$ cat src/rtl/ysyx_25060170_ifu_fetch.sv
// ysyx_25060170_ifu_fetch
// Instruction fetch stage. Owns the fetch PC, issues in-order word fetches on
// a valid/ready channel, tags each accepted request with its PC in a small
// in-flight queue, and buffers returned words with their PC in a 2-entry
// output queue that feeds the decode stage. A redirect from execute flushes
// both queues and turns every outstanding response into a word to discard.
module ysyx_25060170_ifu_fetch #(
    parameter logic [31:0] RESET_PC = 32'h8000_0000
) (
    input  logic        clk,
    input  logic        rst,
    output logic        imem_req_valid,
    input  logic        imem_req_ready,
    output logic [31:0] imem_req_addr,
    input  logic        imem_rsp_valid,
    input  logic [31:0] imem_rsp_data,
    input  logic        redirect_valid,
    input  logic [31:0] redirect_pc,
    input  logic        id_stall,
    input  logic        id_ready,
    output logic        if_valid,
    output logic [31:0] inst_o,
    output logic [31:0] pc_o
);

    // Architectural fetch PC.
    logic [31:0] pc_r;

    // Output queue: circular, two entries, head pointer plus occupancy.
    logic [31:0] q_pc_r   [2];
    logic [31:0] q_inst_r [2];
    logic        q_head_r;
    logic [1:0]  q_count_r;

    // In-flight PC queue: PCs of accepted requests whose words are still wanted.
    logic [31:0] f_pc_r [2];
    logic        f_head_r;
    logic        f_tail_r;

    // Outstanding requests at the memory, and how many of them are stale.
    logic [1:0]  osd_r;
    logic [1:0]  drop_r;

    logic        if_valid_s;
    logic        pop_s;
    logic [2:0]  credit_use_s;
    logic        req_valid_s;
    logic        req_fire_s;
    logic        rsp_keep_s;
    logic        rsp_drop_s;
    logic        q_tail_s;
    logic [1:0]  osd_next_s;
    logic [1:0]  osd_norm_s;
    logic [1:0]  q_count_next_s;
    logic [31:0] redirect_target_s;

    // Handshake decode: handoff, credit check, request accept, response routing.
    always_comb begin
        if_valid_s        = (q_count_r != 2'd0);
        pop_s             = if_valid_s & id_ready & ~id_stall & ~redirect_valid;
        // Slots already promised (outstanding + buffered) after this cycle's handoff.
        credit_use_s      = {1'b0, osd_r} + {1'b0, q_count_r} - {2'b00, pop_s};
        req_valid_s       = ~rst & ~redirect_valid & (credit_use_s < 3'd2);
        req_fire_s        = req_valid_s & imem_req_ready;
        rsp_keep_s        = imem_rsp_valid & (drop_r == 2'd0);
        rsp_drop_s        = imem_rsp_valid & (drop_r != 2'd0);
        // With two entries the tail is head when empty or full, the other slot otherwise.
        q_tail_s          = q_head_r ^ q_count_r[0];
        redirect_target_s = redirect_pc & 32'hFFFF_FFFC;
    end

    // Next-value arithmetic for the outstanding count and queue occupancy.
    always_comb begin
        osd_next_s     = osd_r;
        osd_norm_s     = osd_r;
        q_count_next_s = q_count_r;

        // A response in the redirect cycle still retires one outstanding request.
        if (imem_rsp_valid) begin
            osd_next_s = osd_r - 2'd1;
        end else begin
            osd_next_s = osd_r;
        end

        case ({req_fire_s, imem_rsp_valid})
            2'b10:   osd_norm_s = osd_r + 2'd1;
            2'b01:   osd_norm_s = osd_r - 2'd1;
            default: osd_norm_s = osd_r;
        endcase

        case ({rsp_keep_s, pop_s})
            2'b10:   q_count_next_s = q_count_r + 2'd1;
            2'b01:   q_count_next_s = q_count_r - 2'd1;
            default: q_count_next_s = q_count_r;
        endcase
    end

    // Output drive: request channel and queue head, zeroed when the queue is empty.
    always_comb begin
        imem_req_valid = req_valid_s;
        if_valid       = if_valid_s;
        if (rst) begin
            imem_req_addr = RESET_PC;
        end else begin
            imem_req_addr = pc_r;
        end
        if (if_valid_s) begin
            inst_o = q_inst_r[q_head_r];
            pc_o   = q_pc_r[q_head_r];
        end else begin
            inst_o = 32'd0;
            pc_o   = 32'd0;
        end
    end

    // Fetch PC: redirect target wins, otherwise advance by one word per accepted request.
    always_ff @(posedge clk) begin
        if (rst) begin
            pc_r <= RESET_PC;
        end else if (redirect_valid) begin
            pc_r <= redirect_target_s;
        end else if (req_fire_s) begin
            pc_r <= pc_r + 32'd4;
        end else begin
            pc_r <= pc_r;
        end
    end

    // In-flight PC queue: push on accept, pop when a wanted word returns, clear on redirect.
    always_ff @(posedge clk) begin
        if (rst) begin
            f_head_r <= 1'b0;
            f_tail_r <= 1'b0;
            for (int i = 0; i < 2; i++) begin
                f_pc_r[i] <= 32'd0;
            end
        end else if (redirect_valid) begin
            f_head_r <= 1'b0;
            f_tail_r <= 1'b0;
        end else begin
            if (req_fire_s) begin
                f_pc_r[f_tail_r] <= pc_r;
                f_tail_r         <= ~f_tail_r;
            end
            if (rsp_keep_s) begin
                f_head_r <= ~f_head_r;
            end
        end
    end

    // Output queue: enqueue wanted words with their PC, dequeue on handoff, flush on redirect.
    always_ff @(posedge clk) begin
        if (rst) begin
            q_head_r  <= 1'b0;
            q_count_r <= 2'd0;
            for (int i = 0; i < 2; i++) begin
                q_pc_r[i]   <= 32'd0;
                q_inst_r[i] <= 32'd0;
            end
        end else if (redirect_valid) begin
            q_head_r  <= 1'b0;
            q_count_r <= 2'd0;
        end else begin
            // When full with a simultaneous pop, the tail slot is the head being vacated.
            if (rsp_keep_s) begin
                q_pc_r[q_tail_s]   <= f_pc_r[f_head_r];
                q_inst_r[q_tail_s] <= imem_rsp_data;
            end
            if (pop_s) begin
                q_head_r <= ~q_head_r;
            end
            q_count_r <= q_count_next_s;
        end
    end

    // Outstanding and drop counters: on redirect every remaining outstanding word is stale.
    always_ff @(posedge clk) begin
        if (rst) begin
            osd_r  <= 2'd0;
            drop_r <= 2'd0;
        end else if (redirect_valid) begin
            osd_r  <= osd_next_s;
            drop_r <= osd_next_s;
        end else begin
            osd_r <= osd_norm_s;
            if (rsp_drop_s) begin
                drop_r <= drop_r - 2'd1;
            end else begin
                drop_r <= drop_r;
            end
        end
    end

endmodule
$ cat config.mk
export PLATFORM = sky130hd
export DESIGN_NAME = ysyx_25060170_ifu_fetch
export DESIGN_NICKNAME = d
export VERILOG_FILES = /design/src/rtl/ysyx_25060170_ifu_fetch.sv
export SDC_FILE = /design/constraint.sdc
export NUM_CORES = 1
export LEC_CHECK = 0
export CAP_MARGIN = 25
export CORE_MARGIN = 1
export CORE_UTILIZATION = 45
export CTS_BUF_LIST = sky130_fd_sc_hd__clkbuf_4 sky130_fd_sc_hd__clkbuf_8
export DETAILED_ROUTE_END_ITERATION = 16
export DONT_BUFFER_PORTS = 1
export GPL_TIMING_DRIVEN = 0
export PLACE_DENSITY_LB_ADDON = 0.15
export SETUP_SLACK_MARGIN = 0.05
export SYNTH_ARGS = -nofsm -noshare
export SYNTH_HDL_FRONTEND = slang
export SYNTH_SLANG_ARGS = --single-unit
$ cat constraint.sdc
create_clock -name clk -period 5.7 [get_ports clk]
set_clock_uncertainty 0.15 [all_clocks]
set_input_delay 0.855 -clock clk [delete_from_list [all_inputs] [get_ports clk]]
set_output_delay 0.855 -clock clk [all_outputs]
set_load 0.005 [all_outputs]
### Word-level counts from Yosys, hierarchy flattened

Memories as Yosys holds them, arrays and structs flattened. A register that Yosys moved wholly into a read port is not among the register bits.
Index checks and enable logic that the tools add are counted.

| cells by class | value |
|---|---|
| $add $sub $neg | 8 |
| $lt $le $gt $ge | 1 |
| equality and inequality tests | 4 |
| mux-type cells | 36 |
| bitwise operators | 15 |
| reduce and logical (&&, ||, !) cells | 11 |

Operators with widths:

| operator | number |
|---|---|
| $mux W32 | 8 |
| $reduce_or A32 Y1 | 3 |
| $add A32 B3 Y32 const B | 1 |
| $mux W1 | 22 |
| $reduce_bool A2 Y1 | 5 |
| $and A1 B1 Y1 | 8 |
| $mux W2 | 4 |
| $pmux W2 S2 | 2 |
| $not A1 Y1 | 6 |
| $sub A2 B1 Y2 const B | 3 |
| $add A2 B1 Y2 const B | 2 |
| $eq A2 B1 Y1 const B | 2 |
| $eq A2 B2 Y1 const B | 2 |
| $add A2 B2 Y3 | 1 |
| $lt A3 B2 Y1 const B | 1 |
| $reduce_bool A3 Y1 | 1 |
| $sub A3 B1 Y3 | 1 |
| $logic_not A2 Y1 | 1 |
| $reduce_or A2 Y1 | 1 |
| $xor A1 B1 Y1 | 1 |

| storage, ports and cells | value |
|---|---|
| register bits after elaboration | 41 |
| memory bits (writable) | 192 |
| input port bits | 71 |
| output and inout bits | 98 |
| memories kept | 3 |

Memory list:

| name | depth | bits a word | rd ports | clocked after Yosys merged registers in | write ports | line | source |
|---|---|---|---|---|---|---|---|
| f_pc_r | 2 | 32 | 1 | 1 | 2 | 36 | `logic [31:0] f_pc_r [2];` |
| q_inst_r | 2 | 32 | 1 | 1 | 2 | 31 | `logic [31:0] q_inst_r [2];` |
| q_pc_r | 2 | 32 | 1 | 1 | 2 | 30 | `logic [31:0] q_pc_r [2];` |

### Longest topological paths before layout

| logic depth | value |
|---|---|
| word-level depth | 14 |
| gate-level depth with buffers | 13 |

### Least setup slack after synthesis

No wires, ideal clock.

| timing path | value |
|---|---|
| path type | input port to flip-flop |
| start | input redirect_valid |
| end | memory f_pc_r[1][10], enable pin |
| library setup time | 0.386 ns |
| data arrival time | 4.003 ns |
| data required time | 5.164 ns |
| slack | 1.161 ns |
| cell stages on the path | 12 |
| cells stage by stage | clkbuf_1 > inv_2 > clkbuf_1 > and2_1 > ha_1 > nand2b_1 > fa_1 > xnor2_1 > clkbuf_1 > nor2_1 > clkbuf_1 > a21o_1 |

RTL lines:

| item | line | source |
|---|---|---|
| from (decl) | 17 | `input logic redirect_valid,` |
| to (decl) | 36 |  |

==> flow_summary.yaml <==
sta:
  hold_ws_ps: 303
  period_minus_slack_ps: 5550
  setup_viol_count_final: 0
  rsz0062_at_grt: "false"
  period_share: 0.973
  maxSlewViolCount: 0
  hold_viol: 0
  worst_slew_pin_slew_ps: 1170
  max_freq_ghz: 0.180
  relSlewSlack: 0.213
run_status:
  status: "finished clean"
route:
  detail-route-antenna-nets: 0
  drtIter0Drc: 366
  drc: 0
  vias: 7120
  routedWlPerCell_microns: 19.5
  via_per_inst: 5.41
  dr.pass1.iters: 5
  routed_wl_mm: 25.7
pwr:
  combPwrFrac: 0.090
  p_sw_frac: 0.253
  pwr-share-clk: 0.373
  power.switching_mw: 0.904
  p_seq_frac: 0.537
  leakagePower_nw: 4.06
  ir_drop_v: 0.000150
  p_int_mw: 2.67
  power.density_nw_per_um2: 302
place:
  finalWeightedCongestion: 0.962
  dp_hpwl_mm: 17.7
  place_area_sq_um: 11100
  io_buffers: 0
  place_inst: 1246
global_routing:
  grt_pass1_wl_mm: 39.5
  grtUsageTotal: 0.214
  antenna_found_initial: 0
  grt_pass1_vias: 6905
  globalRoute.totalOverflow: 0
  grt_max_degree: 63
yosys:
  synthSimpleGateAreaFrac: 0.212
  synth_cell_types: 53
  synthCells: 927
  yosys-top-cells-area: "edfxtp_1, mux2i_1, dfxtp_1, nor2_1, and2_1"
  yosysTopAreaCellShare: 0.519
  ys.flop_type: "edfxtp_1"
  yosysTopAreaCell: "edfxtp_1"
  syn_area_sq_um: 10600
  synth_top_family_by_area: "simple AND/OR/NAND/NOR gates"
  synth-seq-cells: 225
  synthAdderAreaFrac: 0.00776
  synth.area.mux_share: 0.0866
  avgSynthCellArea_sq_um: 11.5
  synth_warnings: 0
  synth_edf_count: 184
  synthXorXnorAreaFrac: 0.0148
  ys_seq_area_frac: 0.596
  synth_compound_area_frac: 0.0493
  synth-async-reset-ratio: 0
floorplanning:
  die_w_microns: 156
  start_util: 0.464
  pin_count: 169
  design.core.area_sq_um: 22900
  die_y_microns: 156
  placementRows: 55
  die_area_sq_um: 24300
clock_tree:
  clk_pin_slew_ps: 60
  cts_sinks: 225
  cts_inserted_buffers: 38
  holdBufCountCts: 0
  cts_buffer_depth: 3
  cts_tree: "yes"
  cts_resized: 1
  root_buffer: "clkbuf_8"
  clk_latency_ps: 530
  cts_setup_buffers: 0
  htreeDepth: 2
final_layout:
  area_growth_syn_to_layout_pct: 11.3
  fin_area_sq_um: 11800
  final_common_cell: "edfxtp_1"
  fin_nets: 1051
  n_antenna_cell: 0
  drive_gt1_frac: 0.0788
  fillers: 2052
  fin_cells: 1316
  layout_common_cells: "edfxtp_1, nor2_1, and2_1, mux2i_1, clkbuf_1"
critical_path:
  critical_path_buf_inv_count: 3
  crit_chain: "clkbuf_1 -> inv_2 -> clkbuf_1 -> and2_1 -> ha_1 -> nand2b_1 -> fa_1 -> nor4bb_1 -> nand2_1 -> nor2_1 -> or2_2"
  critPathKind: "in -> reg"
  cp-start-kind: "primary input"
  crit_path_max_fanout: 30
  endpoint_kind: "register"
  worst_path_max_delay_cell: "nor4bb_1"
  slowest_delay_ps: 940
  crit_top_cell: "clkbuf_1"
  crit_required_ps: 5690
  crit_family: "simple AND/OR/NAND/NOR gates"
  worstPathArrival_ps: 5540
min_path:
  hold_class: "in -> reg"
flow_run:
  maxCapViolCount: 0
cells by family after synthesis:
family          count (synthesis)
compound gates                 71
xor+xnor                       18
fa+ha+maj                       6
buf+inv                        85
flops                         225
mux                            92
other cells                     1
simple gates                  429
flip-flops by register name, summed over array words and instances, names as in the netlist, 2 cells and up, named ones only:
name,flops
q_count_r,2
f_pc_r,60
osd_r,2
pc_r,30
drop_r,2
q_pc_r,60
q_inst_r,64
power by group through the flow:
stage	logic [mW]	registers [mW]	clock network, mW
floorplan	0.226	1.93	0
global placement	0.314	1.95	0
detailed placement	0.324	1.95	0
CTS	0.326	1.92	1.36
global route	0.358	1.93	1.44
finish	0.323	1.92	1.33
synthesized netlist by cell type (2+ instances only):
library cell  count
a211oi_1         11
a21o_1            2
a21oi_1           7
a22oi_1           3
a311oi_1         11
a31oi_1           2
and2_1           92
and3_1           36
and4_1            5
buf_1             8
buf_2             2
buf_4             4
clkbuf_1         57
dfxtp_1          41
edfxtp_1        184
ha_1              5
inv_1            12
mux2i_1          92
nand2_1          19
nand2b_1          4
nand3_1          17
nand4_1          15
nor2_1          162
nor2b_1          26
nor3_1           13
nor3b_1           7
nor4_1            7
o211ai_1          4
o21ai_0           7
o31a_1            4
o31ai_1          12
or2_2             4
or3_1             4
or4_1            13
xnor2_1          12
xor2_1            6
layer usage:
metal | part of all wire | wire (microns) | track usage | up-vias
li1 | - | - | - | 3433
met1 | 0.45 | 11600 | 0.295 | 3382
met2 | 0.45 | 11600 | 0.331 | 269
met3 | 0.075 | 1920 | 0.0525 | 36
met4 | 0.020 | 509 | 0.0686 | 0
met5 | 0 | 0 | 0 | -
worst paths after layout:
path                                      start      endpoint  slack, ps  cells after the start
worst min register to register         f_head_r      f_head_r        360                      2
worst max-delay path             redirect_valid  f_pc_r[0][5]        150                     11
worst min-delay path            redirect_pc[15]      pc_r[15]        300                      2
worst max register to register     q_count_r[0]  f_pc_r[0][5]        240                     11
layout make-up:
type,count,area (sq um),area share
Buffer,72,295,0.0249
Clock buffer,49,606,0.0511
Clock inverter,20,93.8,0.00792
Inverter,13,48.8,0.00412
Multi-Input combinational cell,620,3980,0.336
Sequential cell,225,6350,0.536
Tap cell,313,392,0.0331
Timing Repair Buffer,4,87.6,0.00739
through the flow:
step	power [mW]	setup WS (ps)	util	TNS [ps]
6_report	3.58	153	0.517	0
5_1_grt	3.72	55.5	0.517	0
3_3_place_gp	2.27	-297	0.482	-12830
3_5_place_dp	2.28	-233	0.486	-6960
2_1_floorplan	2.16	1160	-	0
4_1_cts	3.61	294	0.517	0
No activity file was read; power rests on OpenSTA's default activity.
